$ cat config.mk
export PLATFORM = sky130hd
export DESIGN_NAME = alu_stage
export DESIGN_NICKNAME = d
export VERILOG_FILES = /design/src/rtl/alu_stage_pkg.sv /design/src/rtl/alu_stage_hack_alu.sv /design/src/rtl/alu_stage.sv
export SDC_FILE = /design/constraint.sdc
export NUM_CORES = 1
export LEC_CHECK = 0
export BUFFER_PORTS_ARGS = -buffer_cell sky130_fd_sc_hd__buf_2
export CAP_MARGIN = 20
export CORE_MARGIN = 5
export CORE_UTILIZATION = 30
export CTS_BUF_LIST = sky130_fd_sc_hd__clkbuf_4 sky130_fd_sc_hd__clkbuf_8
export DETAILED_ROUTE_END_ITERATION = 16
export GPL_TIMING_DRIVEN = 0
export HOLD_SLACK_MARGIN = 0.02
export PLACE_DENSITY = 0.5
export SETUP_SLACK_MARGIN = 0.15
export SLEW_MARGIN = 0
export SYNTH_ARGS = -nofsm -noshare
export SYNTH_HDL_FRONTEND = slang
export SYNTH_SLANG_ARGS = --single-unit
$ cat constraint.sdc
create_clock -name clk -period 3.95 [get_ports clk]
set_input_delay 0.1975 -clock clk [delete_from_list [all_inputs] [get_ports clk]]
set_output_delay 0.1975 -clock clk [all_outputs]
set_load 0.01 [all_outputs]
$ cat src/rtl/alu_stage_pkg.sv
// alu_stage_pkg: shared definitions for the registered Hack ALU stage.
//   - DATA_W            : datapath width (16 only)
//   - CTRL_*            : bit positions inside the 6-bit control word {zx,nx,zy,ny,f,no}
//   - ALU_*             : named Hack control words
//   - alu_res_t         : one buffered result {r, zr, ng}
package alu_stage_pkg;

  localparam int DATA_W = 16;

  localparam int CTRL_ZX = 5;
  localparam int CTRL_NX = 4;
  localparam int CTRL_ZY = 3;
  localparam int CTRL_NY = 2;
  localparam int CTRL_F  = 1;
  localparam int CTRL_NO = 0;

  localparam logic [5:0] ALU_ZERO    = 6'b101010;
  localparam logic [5:0] ALU_ONE     = 6'b111111;
  localparam logic [5:0] ALU_NEG1    = 6'b111010;
  localparam logic [5:0] ALU_X       = 6'b001100;
  localparam logic [5:0] ALU_Y       = 6'b110000;
  localparam logic [5:0] ALU_NOTX    = 6'b001101;
  localparam logic [5:0] ALU_XPLUSY  = 6'b000010;
  localparam logic [5:0] ALU_XMINUSY = 6'b010011;
  localparam logic [5:0] ALU_YMINUSX = 6'b000111;
  localparam logic [5:0] ALU_XANDY   = 6'b000000;
  localparam logic [5:0] ALU_XORY    = 6'b010101;

  typedef struct packed {
    logic [DATA_W-1:0] r;
    logic              zr;
    logic              ng;
  } alu_res_t;

endpackage

$ cat src/rtl/alu_stage_hack_alu.sv
// hack_alu: combinational Hack ALU core.
//   x_i, y_i : operands
//   ctrl_i   : {zx,nx,zy,ny,f,no}
//   res_o    : result r with zero (zr) and negative (ng) flags
module hack_alu
  import alu_stage_pkg::*;
(
  input  logic [DATA_W-1:0] x_i,
  input  logic [DATA_W-1:0] y_i,
  input  logic [5:0]        ctrl_i,
  output alu_res_t          res_o
);

  logic [DATA_W-1:0] xz, xn, yz, yn, f_and, f_add, f_sel, r;

  // Operand preconditioning: zero, then optional invert.
  assign xz    = ctrl_i[CTRL_ZX] ? '0 : x_i;
  assign xn    = ctrl_i[CTRL_NX] ? ~xz : xz;
  assign yz    = ctrl_i[CTRL_ZY] ? '0 : y_i;
  assign yn    = ctrl_i[CTRL_NY] ? ~yz : yz;

  assign f_and = xn & yn;
  assign f_add = xn + yn;  // carry out discarded, mod 2^16
  assign f_sel = ctrl_i[CTRL_F] ? f_add : f_and;
  assign r     = ctrl_i[CTRL_NO] ? ~f_sel : f_sel;

  assign res_o = '{r: r, zr: (r == '0), ng: r[DATA_W-1]};

endmodule

$ cat src/rtl/alu_stage.sv
// alu_stage: registered Hack ALU with valid/ready handshake and a 2-entry
// result FIFO, plus a wrapping count of results consumed downstream.
//   clk, reset          : clock, async active-high reset
//   in_valid/in_ready   : operand beat handshake (x, y, ctrl)
//   out_valid/out_ready : result handshake (out, zr, ng = FIFO head)
//   op_count            : results popped so far, wraps at 0xFFFF
module alu_stage
  import alu_stage_pkg::*;
#(
  parameter int WIDTH = 16,
  parameter int DEPTH = 2
) (
  input  logic             clk,
  input  logic             reset,
  input  logic             in_valid,
  output logic             in_ready,
  input  logic [WIDTH-1:0] x,
  input  logic [WIDTH-1:0] y,
  input  logic [5:0]       ctrl,
  output logic             out_valid,
  input  logic             out_ready,
  output logic [WIDTH-1:0] out,
  output logic             zr,
  output logic             ng,
  output logic [15:0]      op_count
);

  localparam logic [1:0] FULL = 2'(DEPTH);

  alu_res_t              alu_res;
  alu_res_t [DEPTH-1:0]  mem_q;
  alu_res_t              hold_q;   // last popped result, shown while empty
  alu_res_t              head;
  logic                  wptr_q, wptr_d, rptr_q, rptr_d;
  logic [1:0]            cnt_q, cnt_d;
  logic [15:0]           opc_q, opc_d;
  logic                  acc, pop;

  hack_alu u_alu (
    .x_i    (x),
    .y_i    (y),
    .ctrl_i (ctrl),
    .res_o  (alu_res)
  );

  // Ready depends on occupancy only; held low while reset is asserted so
  // nothing is offered into a buffer that is being cleared.
  assign in_ready  = ~reset & (cnt_q < FULL);
  assign out_valid = (cnt_q != 2'd0);
  assign acc       = in_valid & in_ready;
  assign pop       = out_valid & out_ready;

  always_comb begin
    wptr_d = wptr_q ^ acc;
    rptr_d = rptr_q ^ pop;
    cnt_d  = cnt_q + {1'b0, acc} - {1'b0, pop};
    opc_d  = opc_q + {15'd0, pop};
  end

  always_ff @(posedge clk or posedge reset) begin
    if (reset) begin
      mem_q  <= '0;
      hold_q <= '0;
      wptr_q <= 1'b0;
      rptr_q <= 1'b0;
      cnt_q  <= 2'd0;
      opc_q  <= 16'd0;
    end else begin
      if (acc) mem_q[wptr_q] <= alu_res;
      if (pop) hold_q <= mem_q[rptr_q];
      wptr_q <= wptr_d;
      rptr_q <= rptr_d;
      cnt_q  <= cnt_d;
      opc_q  <= opc_d;
    end
  end

  // Empty buffer: keep presenting the most recently consumed result.
  assign head     = out_valid ? mem_q[rptr_q] : hold_q;
  assign out      = head.r;
  assign zr       = head.zr;
  assign ng       = head.ng;
  assign op_count = opc_q;

endmodule

==> key figures <==
Outcome
  • Run status: completed

Final layout
  • Antenna Cells: 0
  • Layout area overhead: 18.2%
  • Fin util: 35.7%
  • Post-route insts no fill: 800
  • Share of layout cells above drive strength 1: 23.3%
  • Final Cell Area: 0.00561 mm²
  • Layout net count: 644

GRT
  • Grt ovf: 0
  • Vias in the first global route: 3749
  • Total track usage: 12.0%
  • GR Layer Usage met2: 20.0%
  • Met3 Usage GRT: 1.49%
  • Initial antenna violation count: 0
  • GR Util met1: 16.4%
  • Largest net degree at the start of global routing: 72
  • Global routing's busiest layer: met2
  • First-pass GRT wire length: 18100 µm

Critical path
  • Critical Path End Type: flop
  • Crit path DAT: 3600 ps
  • CP Class: primary input to flop
  • CP max FO: 10
  • R2R Path Start: cnt_q[1]
  • Reg2Reg Depth: 11
  • Worst r2r dst: op_count[12]
  • Worst R2R Setup Slack: 1140 ps
  • Crit path launch type: primary input
  • Worst EP required: 4180 ps

Logic synthesis
  • Complex-gate fraction of the synthesized area: 12.8%
  • Largest family of logic cells by synthesized area: simple AND/OR/NAND/NOR gates
  • Commonest cells in the netlist: dfrtp_1 (71), xnor2_1 (63), nor2_1 (37)
  • FFs w/ async S/R, synth: 100%
  • Sequential area share after synthesis: 37.4%
  • Post-synthesis mux area share: 11.9%
  • Post-synth cell types: 52
  • Post-synthesis adder-cell area fraction: 6.22%
  • Area contributors post-synth: dfrtp_1 (37%), xnor2_1 (12%), mux2_2 (6.6%), ha_1 (5.8%), mux2i_1 (5.3%)
  • Simple-gate portion of the synthesized area: 15.3%
  • Cells after Synth: 494
  • Most frequent cell after synthesis: dfrtp_1
  • Syn avg cell area: 9.61 µm²
  • Synthesis-stage register bit count: 71
  • Largest area contributor in the netlist: dfrtp_1
  • Synthesized cell area: 0.00475 mm²
  • Post-synthesis net count: 559
  • Yosys Warn Count: 0
  • Area share of xor/xnor cells in the synthesized design: 13.4%
  • Post-synth EDFFs: 0
  • Post-synth top area share: 37.4%
  • Ys flop type: dfrtp_1

Floorplan
  • Core area: 0.0157 mm²
  • Starting Density: 30.2%
  • DIE WIDTH: 136 µm
  • IO Pins: 78
  • Row cnt: 46
  • Die H: 136 µm
  • Die area: 0.0184 mm²

Route
  • Starting DRC count in detailed routing: 171
  • Drt drc: 0
  • Via-per-instance ratio: 4.61
  • Antenna Nets Post-Route: 0
  • Wire length per cell: 13.4 µm
  • DRT Pass-1 Iters: 4
  • Via count: 3689
  • Total Wirelength: 10700 µm

Placed design
  • Placed cells: 784
  • Post-place setup slack: -291 ps
  • HPWL after detailed placement: 8560 µm
  • Placer Congestion: 0.760
  • Port Buffers: 74
  • Cell Area, Placed: 0.00539 mm²

Power and ir drop
  • PwrDens: 625 mW/mm²
  • Sw Share: 39.2%
  • Pint: 2.13 mW
  • Psw: 1.38 mW
  • Combinational Power Share: 48.1%
  • Leakage: 2.51 nW
  • Seq pwr share: 33.8%
  • Maximum vdd drop: 0.214 mV
  • Clock network fraction of total power: 18.0%

CTS
  • Clock latency at the later pin of the worst-skew pair: 340 ps
  • CTS max path bufs: 2
  • Clock transition at path regs: 80 ps
  • Hold Buf Count CTS: 0
  • CTS tree: yes
  • # clock sinks: 71
  • Cts bufs inserted: 9
  • # H-tree levels: 3
  • Clock root buffer: clkbuf_8

Timing
  • Fmax: 0.297 GHz
  • Transition time of the tightest slew-check pin: 866 ps
  • RSZ-0062 raised after global routing: no
  • Worst setup margin: 580 ps
  • Final setup violating endpoints: 0
  • Fin crit share: 85.3%
  • Final hold vios: 0
  • Tightest hold margin: 31.3 ps
  • Worst slew margin: 42.3%
  • Final clock skew: 9.39 ps
  • Period minus WS final: 3370 ps
  • Final Slew Violations: 0

Run
  • Number of max-cap violations: 0

Hold path
  • Hold Path Class: primary input to async pin
## routing by layer
metal,up-vias,wire length (µm),part of all wire [%]
met4,0,137,1.3
met5,-,0,0
met2,100,4780,45
met1,1695,5340,50
li1,1883,-,-
met3,11,457,4.3
## through the flow
stage | setup TNS [ps] | power, mW
floorplan | 0 | 2.36
global placement | -438 | 2.87
detailed placement | -836 | 2.92
CTS | 0 | 3.56
global route | 0 | 3.82
finish | 0 | 3.51
## state kept, by name, summed over array words and instances, names as in the netlist
name,count
op_count,16
hold_q,17
cnt_q,2
wptr_q,1
mem_q,34
rptr_q,1
## layout by cell type, fill, tap and decap left out, types with 4 or more instances in the layout
cell | synthesis | layout
xnor2_1 | 63 | 63
clkbuf_1 | 20 | 18
clkbuf_8 | 0 | 9
nand3_1 | 10 | 10
nor2b_1 | 6 | 6
nand4_1 | 5 | 5
buf_1 | 5 | 4
nand2_1 | 35 | 35
a21oi_1 | 34 | 34
a21o_1 | 4 | 4
mux2i_1 | 25 | 25
a31oi_1 | 5 | 5
o21ai_0 | 23 | 23
nand2b_1 | 33 | 33
ha_1 | 22 | 22
mux2_2 | 28 | 28
nor2_1 | 37 | 37
dfrtp_1 | 71 | 71
inv_1 | 8 | 7
buf_2 | 0 | 75
a211oi_1 | 4 | 4
xor2_1 | 8 | 8
## worst max-delay path, cell delays in order
cell and delay, ps:
clkbuf_2 210, buf_2 320, xnor2_1 130, ha_1 260, fa_1 450, a211oi_2 270
o21ai_2 100, o31a_1 320, o41ai_2 370, xnor2_1 150, mux2i_1 120, xnor2_1 350
nor2_1 120, a31o_1 230
## power groups by stage
stage,clock (mW),sequential (mW),combinational (mW)
6_report,0.633,1.19,1.69
5_1_grt,0.682,1.22,1.91
4_1_cts,0.648,1.19,1.72
3_5_place_dp,0,1.20,1.71
3_3_place_gp,0,1.18,1.68
2_1_floorplan,0,1.18,1.18
## cell type report
type                    count  area (µm²)
fillers                  1628       10100
clock inverters             6        85.1
clock buffers              10         131
flip-flops and latches     71        1780
multi-input cells         388        2830
inverters                   8        32.5
well taps                 216         270
repair buffers             74         370
plain buffers              27         113
## worst max-delay path by stage
stage	start	slack (ps)	cells past startpoint	end
after floorplan	ctrl[4]	290	14	mem_q[19]
after global placement	ctrl[4]	-180	14	mem_q[19]
after detailed placement	ctrl[4]	-290	14	mem_q[19]
after CTS	ctrl[4]	330	14	mem_q[19]
after global routing	ctrl[4]	340	14	mem_q[1]
final	ctrl[4]	580	14	mem_q[19]
## timing repair
item	in CTS	in global routing
resized for setup	1	4
setup endpoints to repair	2	2
setup buffers	0	0
## cell families after synthesis
logic type | count (synthesis)
xor gates and xnor gates | 72
buffers and inverters | 35
adders and majority gates | 23
muxes | 53
DFF | 71
AOI/OAI and AO/OA | 95
and+or+nand+nor | 145
Note: power is estimated with default switching activity, not from simulation.
